<file path="src/rtl/traffic_phase_sequencer_pkg.sv">
// Shared types and constants for the traffic phase sequencer.
// Phase encodings, {R,Y,G} lamp codes and default phase durations.
package traffic_phase_sequencer_pkg;

    typedef enum logic [2:0] {
        MAIN_GREEN  = 3'd0,
        MAIN_YELLOW = 3'd1,
        ALL_RED_A   = 3'd2,
        SIDE_GREEN  = 3'd3,
        SIDE_YELLOW = 3'd4,
        ALL_RED_B   = 3'd5
    } phase_e;

    localparam logic [2:0] LAMP_RED = 3'b100;
    localparam logic [2:0] LAMP_YEL = 3'b010;
    localparam logic [2:0] LAMP_GRN = 3'b001;

    localparam int DEF_MAIN_GREEN_SEC = 10;
    localparam int DEF_SIDE_GREEN_SEC = 6;
    localparam int DEF_YELLOW_SEC     = 3;
    localparam int DEF_ALL_RED_SEC    = 1;
    localparam int DEF_TIMER_W        = 6;

endpackage

</file>
<file path="src/rtl/traffic_phase_sequencer_phase_timer.sv">
// Phase duration timer: loaded on phase entry, counts sec_tick down.
// Ports: clk, reset, load, load_val, tick in; expired out (sticky + same-cycle).
module phase_timer
    import traffic_phase_sequencer_pkg::*;
#(
    parameter int TIMER_W   = DEF_TIMER_W,
    parameter int RESET_VAL = DEF_MAIN_GREEN_SEC
) (
    input  logic               clk,
    input  logic               reset,
    input  logic               load,
    input  logic [TIMER_W-1:0] load_val,
    input  logic               tick,
    output logic               expired
);

    logic [TIMER_W-1:0] count;
    logic               done_q;
    logic               hit;

    // The last tick of a phase expires it in the same cycle, so the
    // owner can transition on that very tick.
    assign hit     = tick && (count == TIMER_W'(1));
    assign expired = done_q | hit;

    // Load wins over tick: a tick in the entry cycle is not counted.
    always_ff @(posedge clk) begin
        if (reset) begin
            count  <= TIMER_W'(RESET_VAL);
            done_q <= 1'b0;
        end else if (load) begin
            count  <= load_val;
            done_q <= 1'b0;
        end else if (hit) begin
            done_q <= 1'b1;
        end else if (tick && count > TIMER_W'(1)) begin
            count  <= count - TIMER_W'(1);
        end
    end

endmodule

</file>
<file path="src/rtl/traffic_phase_sequencer.sv">
// Two-road intersection sequencer with side-road pedestrian crossing.
// In: clk, reset, sec_tick, side_request, ped_request.
// Out: main_light, side_light, ped_walk, divider_reset, phase.
module traffic_phase_sequencer
    import traffic_phase_sequencer_pkg::*;
#(
    parameter int MAIN_GREEN_SEC = DEF_MAIN_GREEN_SEC,
    parameter int SIDE_GREEN_SEC = DEF_SIDE_GREEN_SEC,
    parameter int YELLOW_SEC     = DEF_YELLOW_SEC,
    parameter int ALL_RED_SEC    = DEF_ALL_RED_SEC,
    parameter int TIMER_W        = DEF_TIMER_W
) (
    input  logic       clk,
    input  logic       reset,
    input  logic       sec_tick,
    input  logic       side_request,
    input  logic       ped_request,
    output logic [2:0] main_light,
    output logic [2:0] side_light,
    output logic       ped_walk,
    output logic       divider_reset,
    output logic [2:0] phase
);

    phase_e             state_q, state_d;
    logic               expired;
    logic               load;
    logic [TIMER_W-1:0] load_val;
    logic               ped_pending_q;
    logic               pend_eff;
    logic [2:0]         main_d, side_d;
    logic               walk_d, pend_d;

    // A press in the current cycle counts as already pending.
    assign pend_eff = ped_pending_q | ped_request;
    assign load     = (state_d != state_q);
    assign phase    = state_q;

    phase_timer #(
        .TIMER_W   (TIMER_W),
        .RESET_VAL (MAIN_GREEN_SEC)
    ) u_timer (
        .clk      (clk),
        .reset    (reset),
        .load     (load),
        .load_val (load_val),
        .tick     (sec_tick),
        .expired  (expired)
    );

    always_ff @(posedge clk) begin
        if (reset) state_q <= MAIN_GREEN;
        else       state_q <= state_d;
    end

    always_comb begin
        state_d = state_q;
        unique case (state_q)
            MAIN_GREEN:
                if (expired && (side_request || pend_eff))
                    state_d = MAIN_YELLOW;
            MAIN_YELLOW: if (expired) state_d = ALL_RED_A;
            ALL_RED_A:   if (expired) state_d = SIDE_GREEN;
            SIDE_GREEN:  if (expired) state_d = SIDE_YELLOW;
            SIDE_YELLOW: if (expired) state_d = ALL_RED_B;
            ALL_RED_B:   if (expired) state_d = MAIN_GREEN;
            default:     state_d = MAIN_GREEN;
        endcase
    end

    always_comb begin
        load_val = TIMER_W'(MAIN_GREEN_SEC);
        main_d   = LAMP_RED;
        side_d   = LAMP_RED;
        unique case (state_d)
            MAIN_GREEN: begin
                load_val = TIMER_W'(MAIN_GREEN_SEC);
                main_d   = LAMP_GRN;
            end
            MAIN_YELLOW: begin
                load_val = TIMER_W'(YELLOW_SEC);
                main_d   = LAMP_YEL;
            end
            SIDE_GREEN: begin
                load_val = TIMER_W'(SIDE_GREEN_SEC);
                side_d   = LAMP_GRN;
            end
            SIDE_YELLOW: begin
                load_val = TIMER_W'(YELLOW_SEC);
                side_d   = LAMP_YEL;
            end
            default: load_val = TIMER_W'(ALL_RED_SEC);
        endcase
        // Walk is decided once, at side-green entry, then held.
        walk_d = (state_d == SIDE_GREEN) && (load ? pend_eff : ped_walk);
        pend_d = (load && state_d == SIDE_GREEN) ? 1'b0 : pend_eff;
    end

    always_ff @(posedge clk) begin
        if (reset) begin
            main_light    <= LAMP_GRN;
            side_light    <= LAMP_RED;
            ped_walk      <= 1'b0;
            ped_pending_q <= 1'b0;
            divider_reset <= 1'b1;
        end else begin
            main_light    <= main_d;
            side_light    <= side_d;
            ped_walk      <= walk_d;
            ped_pending_q <= pend_d;
            divider_reset <= load;
        end
    end

endmodule
</file>
<file path="config.mk">
export PLATFORM = sky130hd
export DESIGN_NAME = traffic_phase_sequencer
export DESIGN_NICKNAME = d
export VERILOG_FILES = /design/src/rtl/traffic_phase_sequencer_pkg.sv /design/src/rtl/traffic_phase_sequencer_phase_timer.sv /design/src/rtl/traffic_phase_sequencer.sv
export SDC_FILE = /design/constraint.sdc
export NUM_CORES = 1
export LEC_CHECK = 0
export BUFFER_PORTS_ARGS = -buffer_cell sky130_fd_sc_hd__buf_2
export CELL_PAD_IN_SITES_DETAIL_PLACEMENT = 1
export CELL_PAD_IN_SITES_GLOBAL_PLACEMENT = 2
export CORE_MARGIN = 4
export CORE_UTILIZATION = 25
export DETAILED_ROUTE_END_ITERATION = 8
export GPL_ROUTABILITY_DRIVEN = 0
export GPL_TIMING_DRIVEN = 1
export HOLD_SLACK_MARGIN = 0.02
export PLACE_DENSITY_LB_ADDON = 0.1
export REMOVE_ABC_BUFFERS = 1
export SYNTH_ARGS = -nofsm -noshare
export SYNTH_HDL_FRONTEND = slang
export SYNTH_SLANG_ARGS = --single-unit
</file>
<file path="constraint.sdc">
create_clock -name clk -period 2.2 [get_ports clk]
set_input_delay 0.11 -clock clk [delete_from_list [all_inputs] [get_ports clk]]
set_output_delay 0.11 -clock clk [all_outputs]
set_load 0.1 [all_outputs]
</file>
==> metrics <==
Post-CTS Setup Bufs 0; simple-gate area share of the yosys netlist 19.30%; Clock Path Buffers 2; gr usage total 10.96%; PD cells 584.7 nW/um^2; global-route wire length before repair 4.422 mm; Mapped Cells 110; #FFs+latches synth 19; startpoint types register; LEAKAGE 0.4714 nW; initial antenna violation count 0; Residual DRC 0; Setup CP Type reg2reg; vias in the first global route 865; CP endpoint kind register; FF+latch area 380.4 sq um; Slew @ Worst Pin 0.4959 ns; Post-synth EDFFs 0; first drt pass iteration count 4; gr ovfl total 0; diodes inserted 0; CTS sink count 19; Cell Count, Final, Fillers Out 176; xor/xnor share of the synthesized area 2.632%; area of the multi-input gates 569.3 sq um; Max Freq 540.8 MHz; most frequent cell after synthesis dfxtp_1; VDD IR max 0.1810 mV; die outline height 71.20 microns; sequential area share after synthesis 38.10%; setup violators final 0; area leader, netlist dfxtp_1; synth cell count leaders dfxtp_1, a21oi_1, nand2_1, o21ai_0; final wirelength 2.594 mm; Area Growth Syn to Fin 18.92%; Clock transition at path regs 0.08 ns; vias per cell 4.892; syn_area_per_cell 9.077 sq um; pin count of the biggest net entering global routing 18; Layout fillers 449; status complete, no violations; CTS tree yes; clock latency on the worst-skew pair 0.26 ns; largest family of logic cells by synthesized area compound AO/OA/AOI/OAI gates; CTS root buf clkbuf_8; asr flop ratio synth 0%; Rows 22; Post-CTS Resized 0; synthesized-area fraction occupied by adder cells 2.506%; Yosys cell types 41; total number of vias 861; arrival time at the worst endpoint 2.01 ns; commonest register cell after synthesis dfxtp_1; DRT iter0 DRCs 22; layout net count 136; top cell type's share of synthesized area 38.10%; H-Tree Depth 1; CTS Hold Bufs 0; crit-path max FO 10; Placed Cells 172; HP Class in2reg; Fin. Hold Viols 0; Clock Skew 0.003875 ns; layout cells sized above 1 26.56%; CORE AREA 3771 sq um; Slew Limit Fails 0; die area 5069 sq um; fin crit share 84.05%; Yosys warnings 0; WL per Instance 14.74 microns; Initial Utilization 26.48%; met3 wire len 65 microns; compound-gate portion of the synthesized area 30.58%; WL met1 1.251 mm; met2 wire length 1.252 mm; Die W 71.20 microns; mux share of post-synthesis cell area 2.005%; worst rel slew slack 67.17%; setup TNS 0 ns; Max Cap Viol 0; synthesized area 998.5 sq um; ranking of synthesized cells by area dfxtp_1, a21oi_1, o21ai_0; Fin Hold WS 0.1643 ns; CP Data Required Time 2.36 ns; CTS Buf Count 3; Ports 16; post-DP HPWL 1.973 mm; port buffer count 15; Routed Antenna Nets 0; RSZ-0062 raised after global routing no; Top Layer Used met4; fin crit period 1.849 ns
==> layer usage <==
layer  GRT usage [%]  vias up
met5               0        -
met4           3.758        0
met3           2.557        2
met2           17.35        8
met1           14.53      410
li1                -      441
==> where the power goes <==
group | internal [mW] | switching (mW) | total [mW]
logic | 0.0308 | 0.0491 | 0.0798
clock network | 0.126 | 0.127 | 0.254
registers | 0.353 | 0.00793 | 0.361
==> cells in the final DEF, fill, tap and decap left out, types with 2 or more instances in the layout <==
cell | synthesis | final
and2_1 | 4 | 4
inv_1 | 5 | 5
clkbuf_8 | 0 | 3
a211oi_1 | 2 | 2
mux2i_1 | 2 | 2
nand2_1 | 6 | 6
buf_2 | 0 | 15
buf_4 | 0 | 5
nor2_1 | 3 | 3
or3_1 | 2 | 2
a21bo_2 | 2 | 2
nand3_1 | 3 | 3
o22ai_1 | 2 | 2
xor2_1 | 2 | 2
a21boi_0 | 2 | 2
a21o_1 | 3 | 3
a21oi_1 | 12 | 12
ha_1 | 2 | 2
o21ai_0 | 6 | 6
nor3_1 | 4 | 4
dfxtp_1 | 19 | 19
a221o_1 | 2 | 2
o31ai_1 | 2 | 2
==> cell type report <==
cell class / instances / share of cell area (%)
well taps: 48 / 5.058
inverters: 5 / 1.581
clock buffers: 3 / 3.477
multi-input cells: 80 / 47.95
repair buffers: 20 / 9.484
flip-flops and latches: 19 / 32.03
clock inverters: 1 / 0.4215
==> path summary, 6_finish.rpt <==
kind               startpoint            end  slack, ns  cells past startpoint
max          u_timer.count[1]  side_light[2]       0.35                      6
min               ped_request  ped_pending_q       0.16                      3
max reg2reg  u_timer.count[1]  side_light[2]       0.35                      6
min reg2reg          ped_walk       ped_walk       0.51                      2
==> flip-flops by register name (all words and copies together) (netlist names) <==
name            flops
divider_reset       1
main_light          3
ped_pending_q       1
ped_walk            1
phase               3
side_light          3
u_timer.count       6
u_timer.done_q      1
==> critical path, stage by stage, from the launching register on <==
cell     delay (ns)
dfxtp_1        0.33
inv_1          0.07
ha_1           0.19
and3b_1        0.22
a21o_1         0.30
or4_4          0.45
a21o_1         0.19
==> cells by family after synthesis <==
logic type | count (synthesis)
mux | 2
compound gates | 41
fa+ha+maj | 2
buf+inv | 11
flops | 19
simple gates | 32
xor+xnor | 3
==> stage by stage <==
stage	total power, mW	instance area [sq um]	utilization (%)	worst slack, ns
after floorplan	0.4240	968.4	-	-0.001297
after CTS	0.7046	1187	31.49	0.3357
final	0.6943	1187	31.49	0.3508
after detailed placement	0.4498	1141	30.26	0.3487
after global routing	0.7353	1187	31.49	0.2130
after global placement	0.4491	1141	30.26	0.3884
Power figures use the tool's default switching activity.
